`config.mk`:
```
export PLATFORM = sky130hd
export DESIGN_NAME = demo_layer_renderer
export DESIGN_NICKNAME = d
export VERILOG_FILES = /design/src/rtl/demo_layer_renderer.sv
export SDC_FILE = /design/constraint.sdc
export NUM_CORES = 1
export LEC_CHECK = 0
export ABC_AREA = 1
export BUFFER_PORTS_ARGS = -buffer_cell sky130_fd_sc_hd__buf_2
export CORE_AREA = 4 4 84 86
export CTS_CLUSTER_SIZE = 12
export DETAILED_ROUTE_END_ITERATION = 7
export DIE_AREA = 0 0 88 90
export PLACE_DENSITY = 0.91
export SLEW_MARGIN = 10
export SYNTH_ARGS = -nofsm -noshare
export SYNTH_HDL_FRONTEND = slang
export SYNTH_SLANG_ARGS = --single-unit
```
`constraint.sdc`:
```
create_clock -name clk -period 0.8 [get_ports clk]
set_clock_uncertainty 0.1 [all_clocks]
set_input_delay 0.04 -clock clk [delete_from_list [all_inputs] [get_ports clk]]
set_output_delay 0.04 -clock clk [all_outputs]
set_load 0.01 [all_outputs]
```
`src/rtl/demo_layer_renderer.sv`:
```
// -----------------------------------------------------------------------------
// demo_layer_renderer
//
// Per-pixel overlay renderer for the demo screen. For every scan position it
// decides whether the pixel belongs to one of three 1-bit layers and registers
// the result one clock later:
//   - a fixed "HELLO" string drawn from an 8x8 font,
//   - a 16x16 diamond sprite whose top-left corner follows sprite_x/sprite_y,
//   - a wireframe cube (front square, back square, four corner connectors)
//     whose depth direction is chosen by rotation.
//
// Ports:
//   clk          pixel clock
//   rst          asynchronous, active-high reset (clears all outputs)
//   x_pos/y_pos  current scan column/row from the VGA controller
//   display_on   visible-area flag; when low all outputs go to 0
//   sprite_x/_y  sprite top-left corner, used as presented each cycle
//   rotation     cube depth direction: 0 (+D,-D) 1 (+D,+D) 2 (-D,+D) 3 (-D,-D)
//   text_pixel   text layer mask        (registered, latency 1)
//   sprite_pixel sprite layer mask      (registered, latency 1)
//   vector_pixel cube layer mask        (registered, latency 1)
//   pixel_out    OR of the three masks  (registered, latency 1)
// -----------------------------------------------------------------------------
module demo_layer_renderer #(
   parameter int TEXT_X = 16,
   parameter int TEXT_Y = 16,
   parameter int CUBE_X = 480,
   parameter int CUBE_Y = 240,
   parameter int CUBE_H = 40,
   parameter int CUBE_D = 16
) (
   input  logic       clk,
   input  logic       rst,
   input  logic [9:0] x_pos,
   input  logic [9:0] y_pos,
   input  logic       display_on,
   input  logic [9:0] sprite_x,
   input  logic [9:0] sprite_y,
   input  logic [1:0] rotation,
   output logic       text_pixel,
   output logic       sprite_pixel,
   output logic       vector_pixel,
   output logic       pixel_out
);

   // All geometry is done on 12-bit signed values so that negative offsets
   // (left of / above an origin) never wrap.
   localparam logic signed [11:0] TX0 = 12'(TEXT_X);
   localparam logic signed [11:0] TY0 = 12'(TEXT_Y);
   localparam logic signed [11:0] FL  = 12'(CUBE_X - CUBE_H);
   localparam logic signed [11:0] FR  = 12'(CUBE_X + CUBE_H);
   localparam logic signed [11:0] FT  = 12'(CUBE_Y - CUBE_H);
   localparam logic signed [11:0] FB  = 12'(CUBE_Y + CUBE_H);
   localparam logic signed [11:0] DD  = 12'(CUBE_D);

   // Font row lookup. Row 0 sits in the most significant byte; bit 7 of the
   // returned byte is the leftmost pixel of the glyph.
   function automatic logic [7:0] glyph_row(input logic [2:0] ch, input logic [2:0] row);
      logic [63:0] g;
      case (ch)
         3'd0:       g = 64'h6666_667E_6666_6600; // H
         3'd1:       g = 64'h7E60_607C_6060_7E00; // E
         3'd2, 3'd3: g = 64'h6060_6060_6060_7E00; // L
         3'd4:       g = 64'h3C66_6666_6666_3C00; // O
         default:    g = 64'h0;
      endcase
      // ~row == 7-row for a 3-bit row index
      return g[{~row, 3'b000} +: 8];
   endfunction

   // Diamond test inside the 16x16 sprite box. For u<8 the distance 7-u is
   // simply ~u[2:0]; for u>=8 the distance u-8 is u[2:0].
   function automatic logic diamond_hit(input logic [3:0] u, input logic [3:0] v);
      logic [2:0] a;
      logic [2:0] b;
      a = u[3] ? u[2:0] : ~u[2:0];
      b = v[3] ? v[2:0] : ~v[2:0];
      return ({1'b0, a} + {1'b0, b}) <= 4'd7;
   endfunction

   // One-pixel outline of the axis-aligned square [l,r] x [t,b], inclusive.
   function automatic logic on_outline(input logic signed [11:0] x,
                                       input logic signed [11:0] y,
                                       input logic signed [11:0] l,
                                       input logic signed [11:0] r,
                                       input logic signed [11:0] t,
                                       input logic signed [11:0] b);
      return (((x == l) || (x == r)) && (y >= t) && (y <= b)) ||
             (((y == t) || (y == b)) && (x >= l) && (x <= r));
   endfunction

   // 45-degree connector leaving corner (px,py). Multiplying by the sign of
   // the depth offset is done by choosing the subtraction order instead.
   function automatic logic on_connector(input logic signed [11:0] x,
                                         input logic signed [11:0] y,
                                         input logic signed [11:0] px,
                                         input logic signed [11:0] py,
                                         input logic               neg_x,
                                         input logic               neg_y,
                                         input logic signed [11:0] d);
      logic signed [11:0] ddx;
      logic signed [11:0] ddy;
      ddx = neg_x ? (px - x) : (x - px);
      ddy = neg_y ? (py - y) : (y - py);
      return (ddx == ddy) && !ddx[11] && (ddx <= d);
   endfunction

   logic signed [11:0] xs;
   logic signed [11:0] ys;
   logic signed [11:0] tx;
   logic signed [11:0] ty;
   logic               text_in;
   logic [7:0]         text_row;

   logic [10:0]        spr_x_end;
   logic [10:0]        spr_y_end;
   logic               spr_in;
   logic [3:0]         spr_u;
   logic [3:0]         spr_v;

   logic               neg_x;
   logic               neg_y;
   logic signed [11:0] ox;
   logic signed [11:0] oy;

   logic text_d;
   logic sprite_d;
   logic vector_d;
   logic pixel_d;
   logic text_q;
   logic sprite_q;
   logic vector_q;
   logic pixel_q;

   assign xs = {2'b00, x_pos};
   assign ys = {2'b00, y_pos};

   // Text layer: 5 characters of 8x8 starting at the text origin
   assign tx       = xs - TX0;
   assign ty       = ys - TY0;
   assign text_in  = !tx[11] && (tx < 12'sd40) && !ty[11] && (ty < 12'sd8);
   assign text_row = glyph_row(tx[5:3], ty[2:0]);

   // Sprite layer: box end computed at 11 bits so a sprite near column 1023
   // is clipped rather than wrapped back to column 0.
   assign spr_x_end = {1'b0, sprite_x} + 11'd16;
   assign spr_y_end = {1'b0, sprite_y} + 11'd16;
   assign spr_in    = ({1'b0, x_pos} >= {1'b0, sprite_x}) && ({1'b0, x_pos} < spr_x_end) &&
                      ({1'b0, y_pos} >= {1'b0, sprite_y}) && ({1'b0, y_pos} < spr_y_end);
   assign spr_u     = 4'(x_pos - sprite_x);
   assign spr_v     = 4'(y_pos - sprite_y);

   // Cube layer: depth direction from rotation (x negative for 2,3; y
   // negative for 0,3).
   assign neg_x = rotation[1];
   assign neg_y = ~(rotation[1] ^ rotation[0]);
   assign ox    = neg_x ? -DD : DD;
   assign oy    = neg_y ? -DD : DD;

   always_comb begin
      text_d   = 1'b0;
      sprite_d = 1'b0;
      vector_d = 1'b0;
      pixel_d  = 1'b0;
      if (display_on) begin
         text_d   = text_in && text_row[~tx[2:0]];
         sprite_d = spr_in && diamond_hit(spr_u, spr_v);
         vector_d = on_outline(xs, ys, FL, FR, FT, FB) ||
                    on_outline(xs, ys, FL + ox, FR + ox, FT + oy, FB + oy) ||
                    on_connector(xs, ys, FL, FT, neg_x, neg_y, DD) ||
                    on_connector(xs, ys, FR, FT, neg_x, neg_y, DD) ||
                    on_connector(xs, ys, FL, FB, neg_x, neg_y, DD) ||
                    on_connector(xs, ys, FR, FB, neg_x, neg_y, DD);
         pixel_d  = text_d || sprite_d || vector_d;
      end
   end

   // ---- output register stage (latency 1) ----
   always_ff @(posedge clk or posedge rst) begin
      if (rst) begin
         text_q   <= 1'b0;
         sprite_q <= 1'b0;
         vector_q <= 1'b0;
         pixel_q  <= 1'b0;
      end else begin
         text_q   <= text_d;
         sprite_q <= sprite_d;
         vector_q <= vector_d;
         pixel_q  <= pixel_d;
      end
   end

   assign text_pixel   = text_q;
   assign sprite_pixel = sprite_q;
   assign vector_pixel = vector_q;
   assign pixel_out    = pixel_q;

endmodule

```
==> results.md, run 1 <==
* Die Wd at 88 µm
* Ys async rst share at 1.000
* Top-area cell type share of the netlist area at 0.2179
* Synth warn at 0
* Largest family of logic cells by synthesized area: simple AND/OR/NAND/NOR gates
* Cell Area, Synth at 4048 µm²
* DP Wirelength at 15.76 mm
* CTS resizes at 81
* #FFs+latches synth at 4
* Syn nets at 840
* Simple-Gate Fraction of Synth Area at 0.4250
* Synth cell types at 47
* Starting Density at 0.6448
* DP Area at 5712 µm²
* CTS max path bufs at 2
* Stopped at: 4_1_cts
* Hold-fix buffers at CTS at 1
* # port buffers at 48
* Post-synthesis mux area share at 0
* Seq/Total Area, Yosys at 0.02473
* Synth Flop Type: dfrtp_1
* Post-CTS Setup Inserts at 10
* Die height at 90 µm
* Adder-cell share of the synthesized area at 0.2139
* I/O Pins at 49
* Synth Instances at 727
* Top cells by area, synth: nand2_1 (22%), ha_1 (20%), nand3_1 (8.7%)
* Gpl congestion at 1.013
* Status: did not finish
* Row count at 29
* XOR/XNOR Fraction of Synth Area at 0.07141
* CTS Root Cell: clkbuf_8
* TritonCTS Sinks at 4
* H-tree Lvls at 1
* Compound-Gate Fraction of Synth Area at 0.1589
* TritonCTS Buffers at 3
* Mean Syn Cell Area at 5.568 µm²
* EDFF count, synth at 0
* Synth area leader: nand2_1
* Error: [ERROR DPL-0033] detailed placement checks failed during check placement.
-- cell families after synthesis --
group                      Yosys count
buffers and inverters              106
and+or+nand+nor                    408
adders and majority gates           68
AOI/OAI and AO/OA                  108
DFF                                  4
xor gates and xnor gates            33
-- through the flow --
step | util | worst slack, ns | cells | setup TNS (ns) | hold WS [ns]
after detailed placement | 0.9099 | -1.739 | 1000 | -6.519 | -0.1771
after global placement | 0.9099 | -1.478 | 1000 | -5.528 | -0.1856
after floorplan | - | -1.147 | 727 | -4.037 | -0.2939
-- synthesized netlist by cell type, types with 3 or more instances --
cell	count
o31ai_1	4
o211ai_1	5
ha_1	66
a21oi_1	33
inv_1	80
a31oi_1	3
inv_2	12
or2_1	4
xor2_1	26
nor3_1	11
buf_4	3
a21o_1	3
nand2_1	235
xnor2_1	7
o21ai_0	27
buf_2	10
nand3b_1	5
o21ai_1	12
o41ai_1	3
nand4_1	9
nand3_1	70
dfrtp_1	4
nor2_2	3
nor2_1	62
==> run 2: changes to the inputs <==
Settings changed: CORE_AREA 4 4 84 86 to 4 4 106 108, CTS_CLUSTER_SIZE 12 to not set, DIE_AREA 0 0 88 90 to 0 0 110 112, PLACE_DENSITY 0.91 to not set, PLACE_DENSITY_LB_ADDON set to 0.15.
==> results.md, run 2 <==
* Status: complete, but fails checks
* Failing checks: negative setup slack
* Max incr delay on CP at 0.23 ns
* Post-DR wirelength/cell at 14.41 µm
* EDFF count, synth at 0 (unchanged)
* Critical Path Fanout Max at 3
* Tmin final at 1.937 ns
* Rel. slew slack at 0.7669
* Mean Syn Cell Area at 5.568 µm² (unchanged)
* Seq/Total Area, Yosys at 0.02473 (unchanged)
* Pwr dens at 743.5 nW/µm²
* Most common cell after layout, fill and taps aside: nand2_1
* GRT Resource Usage Total at 0.2534
* Final Max Slew Viols at 0
* Final WL at 15.67 mm
* Drt pass-1 iters at 6
* Die height at 112 µm (+24%)
* Share of cells above drive strength 1 at 0.3880
* Max-Cap Viols at 0
* Die area at 12,320 µm²
* Core Box Area at 10,230 µm²
* Startpoint type of the worst setup path: input pin
* Ys async rst share at 1.000 (unchanged)
* TritonCTS Sinks at 4 (unchanged)
* I/O Pins at 49 (unchanged)
* Hold Path Depth at 4
* Vias in the first global route at 5,628
* Routed vias/inst at 5.217
* Routed Antenna Nets at 0
* Final hold viol count at 0
* CTS Root Cell: clkbuf_8
* Most frequent cells in the layout: nand2_1 (216), buf_4 (168), inv_1 (65)
* Starting Density at 0.3956 (-0.2492)
* Leakage Power at 3.452 nW
* Post-synth top cells: nand2_1 (235), inv_1 (80), nand3_1 (70), ha_1 (66), nor2_1 (62)
* Area Growth Syn to Fin at 63.86%
* Synth Flop Type: dfrtp_1
* CTS tree: built
* # port buffers at 48 (unchanged)
* H-tree Lvls at 1 (unchanged)
* F_max at 516.3 MHz
* Hold crit path type: in -> reg
* Total Nets Final at 1,066
* Worst hold slack at 0.06720 ns
* Worst Slack Setup Final at -1.137 ns
* CTS max path bufs at 2 (unchanged)
* Critical path, cell by cell: buf_6 > inv_4 > ha_4 > a21o_1 > a31oi_4 > xor2_4 > xor2_2 > ha_4 > a21oi_2 > nand2_1 > inv_1 > nand4_1 > nand2_1 > nand2_1 > nand2_1
* Pre-CTS setup slack at -1.496 ns (+0.2432 ns)
* CP Capture Type: flop
* Antenna diodes at 0
* CP max-delay cell: xor2_4
* Vias at 5,671
* Row count at 37 (+28%)
* Worst-margin pin slew at 0.3451 ns
* Period utilisation layout at 2.421
* Final setup fails at 8
* Largest net degree at the start of global routing at 20
* Cell Area, Synth at 4048 µm² (unchanged)
* Synth area leader: nand2_1
* Worst Path Required at 0.86 ns
* Worst path most repeated cell: nand2_1
* Top-area cell type share of the netlist area at 0.2179 (unchanged)
* DRC at 0
* Clock Pin Slew Worst Setup and Hold Paths at 0.03 ns
* Count leader, synth: nand2_1
* Data arrival time of the worst path at 2.00 ns
* Synth warn at 0 (unchanged)
* DP Wirelength at 12.95 mm (-18%)
* Antenna violations before repair at 0
* Overflow after GRT at 0
* #FFs+latches synth at 4 (unchanged)
* Synth Instances at 727 (unchanged)
* Top cells by area, synth: nand2_1 (22%), ha_1 (20%), nand3_1 (8.7%)
* Worst Setup Path Type: in -> reg
* Peak VDD IR at 0.7713 mV
* RSZ-0062 raised after global routing: true
* First-pass GRT wire length at 25.72 mm
* Synth cell types at 47 (unchanged)
* Iter 0 DRT Violations at 293
* Filler cells at 917
* Die Wd at 110 µm (+25%)
* Gpl congestion at 0.9854 (-2.8%)
* TritonCTS Buffers at 3 (unchanged)
* Syn nets at 840 (unchanged)
==> run 2: cell counts after synthesis <==
Identical to the previous run, type by type.
==> run 2: path summary, 6_finish.rpt <==
path | startpoint | to
setup / recovery | sprite_x[2] | pixel_out
hold / removal | display_on | vector_pixel
max in group asynchronous | rst | sprite_pixel
min in group asynchronous | rst | pixel_out
==> run 2: cells by family (layout without fill, tap and decap cells) <==
family | Yosys count | in the layout | synth area share
AO/OA/AOI/OAI | 108 | 108 | 0.1589
XOR/XNOR | 33 | 33 | 0.07141
adder cells (fa/ha/maj) | 68 | 68 | 0.2139
buffers and inverters | 106 | 329 | 0.1060
flip-flops | 4 | 4 | 0.02473
AND/OR/NAND/NOR | 408 | 409 | 0.4250
==> run 2: cell type report <==
| type | count | area, µm² | share of cell area |
|---|---|---|---|
| Timing Repair Buffer | 234 | 1823 | 0.2749 |
| Multi-Input combinational cell | 618 | 4103 | 0.6186 |
| Tap cell | 136 | 170.2 | 0.02566 |
| Inverter | 92 | 395.4 | 0.05961 |
| Sequential cell | 4 | 100.1 | 0.01509 |
| Clock buffer | 3 | 41.29 | 0.006225 |
==> run 2: report_power, final <==
part           switching [W]  internal [W]
logic                0.00226       0.00202
clock network       0.000114      0.000322
registers         0.00000243      0.000209
==> run 2: layer usage <==
layer  wire (µm)  track usage  vias to the layer above
li1            -            -                     2851
met1        6730       0.3232                     2617
met2        7876       0.4579                      168
met3         614     0.008696                       35
met4         444      0.06816                        0
met5           0            0                        -
==> run 2: what timing repair did <==
action | 4_1_cts | 5_1_grt
endpoints found under the hold margin | 4 | 0
gates resized for setup | 96 | 69
cloned | 1 | 0
setup endpoints to repair | 8 | 8
setup buffers | 12 | 4
hold buffers | 1 | 0
pin swaps | 61 | 56
==> run 2: per-stage QoR <==
step / setup TNS (ns) / std cells / area [µm²] / total power [W] / utilization
after floorplan: -4.037 / 727 / 4243 / 0.002307 / -
after global placement: -5.675 / 1067 / 5858 / 0.003756 / 0.5726
after detailed placement: -5.700 / 1067 / 5858 / 0.003824 / 0.5726
after CTS: -4.437 / 1084 / 6361 / 0.004687 / 0.6217
after global routing: -5.063 / 1087 / 6633 / 0.005399 / 0.6483
final: -4.470 / 1087 / 6633 / 0.004931 / 0.6483
==> run 2: critical path: cells and delay by family <==
| kind | cells | cell delay [ns] |
|---|---|---|
| buf+inv | 3 | 0.20 |
| xor+xnor | 2 | 0.43 |
| fa+ha+maj | 2 | 0.43 |
| simple gates | 5 | 0.40 |
| compound gates | 3 | 0.50 |
No activity file was read; power rests on OpenSTA's default activity.
==> run 3: changes to the inputs <==
Settings changed: PLACE_DENSITY set to 0.56, PLACE_DENSITY_LB_ADDON 0.15 to not set.
==> results.md, run 3 (synthesized netlist as in run 2, its figures left out) <==
* GRT Resource Usage Total at 0.2504 (-0.003000)
* Routed Antenna Nets at 0 (unchanged)
* Pre-CTS setup slack at -1.515 ns (-0.01932 ns)
* Overflow after GRT at 0 (unchanged)
* CTS max path bufs at 2 (unchanged)
* Iter 0 DRT Violations at 350 (+19%)
* Vias at 5,590 (-1.4%)
* Period utilisation layout at 2.465 (+0.04414)
* Bufs and invs on worst path at 5 (+2)
* Die height at 112 µm (unchanged)
* First-pass GRT wire length at 25.20 mm (-2.0%)
* Critical path, cell by cell: buf_2 > inv_4 > ha_4 > inv_2 > fa_1 > xnor2_1 > xor2_1 > inv_1 > ha_4 > a21oi_2 > nand2_1 > inv_1 > nand4_1 > nand2_1 > nand2_1 > nand2_1
* Worst Slack Setup Final at -1.172 ns (-0.03531 ns)
* Most frequent cells in the layout: nand2_1 (218), buf_4 (173), inv_1 (66)
* Routed vias/inst at 5.147 (-1.3%)
* Starting Density at 0.3956 (unchanged)
* Data arrival time of the worst path at 2.03 ns (+0.03 ns)
* RSZ-0062 raised after global routing: true
* Gpl congestion at 0.9362 (-5.0%)
* Hold crit path type: in -> reg
* CP max-delay cell: fa_1
* F_max at 507.1 MHz (-1.8%)
* Worst Setup Path Type: in -> reg
* H-tree Lvls at 1 (unchanged)
* Row count at 37 (unchanged)
* Filler cells at 944 (+2.9%)
* Worst Path Required at 0.86 ns (about the same)
* Largest net degree at the start of global routing at 20 (unchanged)
* TritonCTS Sinks at 4 (unchanged)
* Final setup fails at 8 (unchanged)
* Startpoint type of the worst setup path: input pin
* Drt pass-1 iters at 6 (unchanged)
* Worst path most repeated cell: nand2_1
* Antenna violations before repair at 0 (unchanged)
* Final hold viol count at 0 (unchanged)
* Antenna diodes at 0 (unchanged)
* Core Box Area at 10,230 µm² (unchanged)
* Area Growth Syn to Fin at 62.19%
* Max-Cap Viols at 0 (unchanged)
* Post-DR wirelength/cell at 14.33 µm (-0.59%)
* CP Capture Type: flop
* Final Max Slew Viols at 0 (unchanged)
* Worst hold slack at 0.07555 ns (+0.008341 ns)
* Max incr delay on CP at 0.39 ns (+0.16 ns)
* Clock Pin Slew Worst Setup and Hold Paths at 0.03 ns (about the same)
* DRC at 0 (unchanged)
* Final WL at 15.56 mm (-0.68%)
* Share of cells above drive strength 1 at 0.3768 (-0.01117)
* DP Area at 5863 µm² (about the same)
* CTS tree: built
* Peak VDD IR at 0.7192 mV (-6.8%)
* Worst-margin pin slew at 0.3088 ns (-0.03626 ns)
* DP Wirelength at 12.96 mm (about the same)
* Die area at 12,320 µm² (unchanged)
* Leakage Power at 3.445 nW (-0.21%)
* Most common cell after layout, fill and taps aside: nand2_1
* Critical Path Fanout Max at 3 (unchanged)
* Status: complete, but fails checks
* TritonCTS Buffers at 3 (unchanged)
* Critical path's top delay family: adder cells
* Die Wd at 110 µm (unchanged)
* Vias in the first global route at 5,465 (-2.9%)
* CTS Root Cell: clkbuf_8
* # port buffers at 48 (unchanged)
* I/O Pins at 49 (unchanged)
* Tmin final at 1.972 ns (+0.03531 ns)
* Failing checks: negative setup slack
* Final instance area at 6565 µm² (-1.0%)
* Rel. slew slack at 0.7924 (+0.02542)
* Pwr dens at 748.3 nW/µm² (+0.65%)
* Total Nets Final at 1,065 (-0.094%)
## run 3: cell types whose count changed in the layout (fill, tap and decap cells not counted), moves of 4 or more
cell / previous run / this run
buf_2: 35 / 39
ha_2: 9 / 4
buf_6: 21 / 13
ha_1: 42 / 46
buf_4: 168 / 173
## run 3: routing by layer
| metal | global-route usage | share of wire | vias up |
|---|---|---|---|
| li1 | - | - | 2852 |
| met4 | 0.06899 | 0.028 | 0 |
| met5 | 0 | 0 | - |
| met2 | 0.4215 | 0.48 | 168 |
| met1 | 0.3324 | 0.44 | 2537 |
| met3 | 0.03014 | 0.055 | 33 |
## run 3: repair_timing
item                       4_1_cts  5_1_grt
buffers inserted                13        4
hold buffers                     1        0
hold endpoints to repair         4        0
gates resized for setup         56       79
gates cloned                     0        1
pin swaps                       32       40
setup endpoints to repair        8        8
## run 3: path summary, 6_finish.rpt
kind                            start           end  cells after the start
setup / recovery             y_pos[0]     pixel_out                     16
min in group asynchronous         rst  sprite_pixel                      3
max in group asynchronous         rst     pixel_out                      3
hold / removal             display_on     pixel_out                      4
## run 3: tightest hold or removal path, stage by stage
cell,delay [ns]
buf_2,0.11
buf_4,0.12
nand2_1,0.05
nand2_1,0.04
## run 3: report_power, final
group	total, W	switching (W)	internal (W)	leakage (nW)
combinational	0.00425	0.00225	0.00200	3.37
clock	0.000450	0.000128	0.000323	0.0216
sequential	0.000212	0.00000301	0.000209	0.0558
total	0.00491	0.00238	0.00253	3.44
## run 3: final cells by class
cell class	count	area, µm²	area share
Clock buffer	3	41.29	0.006289
Inverter	92	387.9	0.05908
Multi-Input combinational cell	618	4093	0.6234
Sequential cell	4	100.1	0.01525
Tap cell	136	170.2	0.02592
Timing Repair Buffer	233	1773	0.2701
## run 3: through the flow
| stage | TNS, ns | instances | power [W] | util |
|---|---|---|---|---|
| floorplan | -4.037 | 727 | 0.002307 | - |
| CTS | -4.531 | 1081 | 0.004598 | 0.6073 |
| global route | -5.203 | 1086 | 0.005380 | 0.6417 |
| finish | -4.582 | 1086 | 0.004913 | 0.6417 |
| global placement | -5.710 | 1066 | 0.003735 | 0.5731 |
| detailed placement | -5.797 | 1066 | 0.003815 | 0.5731 |
==> run 4: changes to the inputs <==
Settings changed: CTS_BUF_LIST set to sky130_fd_sc_hd__clkbuf_2.
==> results.md, run 4 (synthesized netlist as in run 2, its figures left out) <==
* Status: complete, but fails checks
* Failing checks: negative setup slack
* DP Wirelength at 12.96 mm (unchanged)
* Hold Path Depth at 4 (unchanged)
* Routed vias/inst at 5.174 (+0.52%)
* Startpoint type of the worst setup path: input pin
* CTS max path bufs at 2 (unchanged)
* Clock Pin Slew Worst Setup and Hold Paths at 0.05 ns (+0.02 ns)
* GRT met2 Usage at 0.4215 (unchanged)
* Worst-margin pin slew at 0.2984 ns (-0.01044 ns)
* Area Growth Syn to Fin at 62.23% (about the same)
* Routed Antenna Nets at 0 (unchanged)
* Antenna diodes at 0 (unchanged)
* Worst Setup Path Type: in -> reg
* Gpl congestion at 0.9362 (unchanged)
* Met1 Use GR at 0.3317 (-0.0006983)
* TritonCTS Buffers at 3 (unchanged)
* Core Util, Final at 0.6418 (about the same)
* Overflow after GRT at 0 (unchanged)
* CP max-delay cell: fa_1
* Worst Slack Setup Final at -1.183 ns (-0.01088 ns)
* Critical Path Fanout Max at 3 (unchanged)
* Max incr delay on CP at 0.39 ns (about the same)
* Die Wd at 110 µm (unchanged)
* RSZ-0062 raised after global routing: true
* H-tree Lvls at 1 (unchanged)
* Die area at 12,320 µm² (unchanged)
* Min-Delay Endpoint: pixel_out
* DP Area at 5863 µm² (unchanged)
* Pre-CTS setup slack at -1.515 ns (unchanged)
* Tmin final at 1.983 ns (+0.01088 ns)
* Total Nets Final at 1,069 (+0.38%)
* Rel. slew slack at 0.7989 (+0.006542)
* GRT Resource Usage Total at 0.2488 (-0.001647)
* Top Usage Layer GRT: met2
* Worst hold slack at 0.09213 ns (+0.01659 ns)
* Final Power at 0.004677 W (-4.8%)
* First-pass GRT wire length at 25.13 mm (-0.27%)
* Drt pass-1 iters at 5 (-1)
* CP Capture Type: flop
* Data arrival time of the worst path at 2.04 ns (about the same)
* TritonCTS Sinks at 4 (unchanged)
* Vias in the first global route at 5,465 (unchanged)
* Most common cell after layout, fill and taps aside: nand2_1
* F_max at 504.3 MHz (-0.55%)
* Worst Path Required at 0.85 ns (about the same)
* Hold Startpoint: display_on
* Critical path, cell by cell: buf_2 > inv_4 > ha_4 > inv_2 > fa_1 > xnor2_1 > xor2_1 > inv_1 > ha_4 > a21oi_2 > nand2_1 > inv_1 > nand4_1 > nand2_1 > nand2_1 > nand2_1
* Vias at 5,640 (+0.89%)
* CP Launch Point: y_pos[0]
* Final WL at 15.51 mm (-0.34%)
* Starting Density at 0.3956 (unchanged)
* # port buffers at 48 (unchanged)
* I/O Pins at 49 (unchanged)
* Max-Cap Viols at 0 (unchanged)
* Final Max Slew Viols at 0 (unchanged)
* Peak VDD IR at 0.6306 mV (-12%)
* Iter 0 DRT Violations at 354 (+1.1%)
* CTS Root Cell: clkbuf_2
* Share of cells above drive strength 1 at 0.3795 (+0.002613)
* Largest net degree at the start of global routing at 20 (unchanged)
* DRC at 0 (unchanged)
* Antenna violations before repair at 0 (unchanged)
* Die height at 112 µm (unchanged)
* Final hold viol count at 0 (unchanged)
* Leakage Power at 3.455 nW (+0.29%)
* Pwr dens at 712.3 nW/µm² (-4.8%)
* Post-DR wirelength/cell at 14.23 µm (-0.71%)
* Worst path most repeated cell: nand2_1
* Period utilisation layout at 2.479 (+0.01360)
* Most frequent cells in the layout: nand2_1 (219), buf_4 (176), inv_1 (66)
* CTS tree: built
* Row count at 37 (unchanged)
* Core Box Area at 10,230 µm² (unchanged)
* Met3 GRT Util at 0.03014 (unchanged)
* Hold crit path type: in -> reg
* Final setup fails at 8 (unchanged)
* Final instance area at 6566 µm² (about the same)
[run 4: cell types whose count changed in the layout (fill, tap and decap cells not counted), sizes merged]
cell and delta:
buf +3, clkbuf +1
[run 4: repair_timing]
item | 4_1_cts | 5_1_grt
hold endpoints to repair | 4 | 0
pin swaps | 31 | 40
hold buffers | 1 | 0
buffers inserted | 13 | 8
gates cloned | 0 | 1
resized for setup | 56 | 77
setup endpoints to repair | 8 | 8
[run 4: worst max-delay path, delay by kind of cell]
kind	cells	cell delay [ns]
AO/OA/AOI/OAI	1	0.13
buffers and inverters	5	0.38
XOR/XNOR	2	0.39
AND/OR/NAND/NOR	5	0.34
adder cells (fa/ha/maj)	3	0.74
[run 4: final cells by class]
cell class	count	area (µm²)
Clock buffer	3	15.01
Tap cell	136	170.2
Inverter	92	387.9
Multi-Input combinational cell	618	4095
Timing Repair Buffer	237	1798
Sequential cell	4	100.1
Fill cell	944	3665
[run 4: layer usage]
layer / up-vias / part of all wire
met5: - / 0
met4: 0 / 0.022
met3: 22 / 0.061
met2: 178 / 0.48
met1: 2577 / 0.44
li1: 2863 / -
[run 4: worst max path at each step]
stage	to	cells past startpoint
2_1_floorplan	pixel_out	15
4_1_cts	pixel_out	16
3_5_place_dp	pixel_out	16
6_report	pixel_out	16
5_1_grt	pixel_out	17
3_3_place_gp	pixel_out	16
[run 4: per-stage QoR]
stage | std cells | TNS [ns]
floorplan | 727 | -4.037
global placement | 1066 | -5.710
detailed placement | 1066 | -5.797
CTS | 1081 | -4.541
global route | 1090 | -5.246
finish | 1090 | -4.613
[run 4: power breakdown]
part,internal [W],switching [W]
clock,0.000101,0.0000906
combinational,0.00201,0.00226
sequential,0.000208,0.00000321
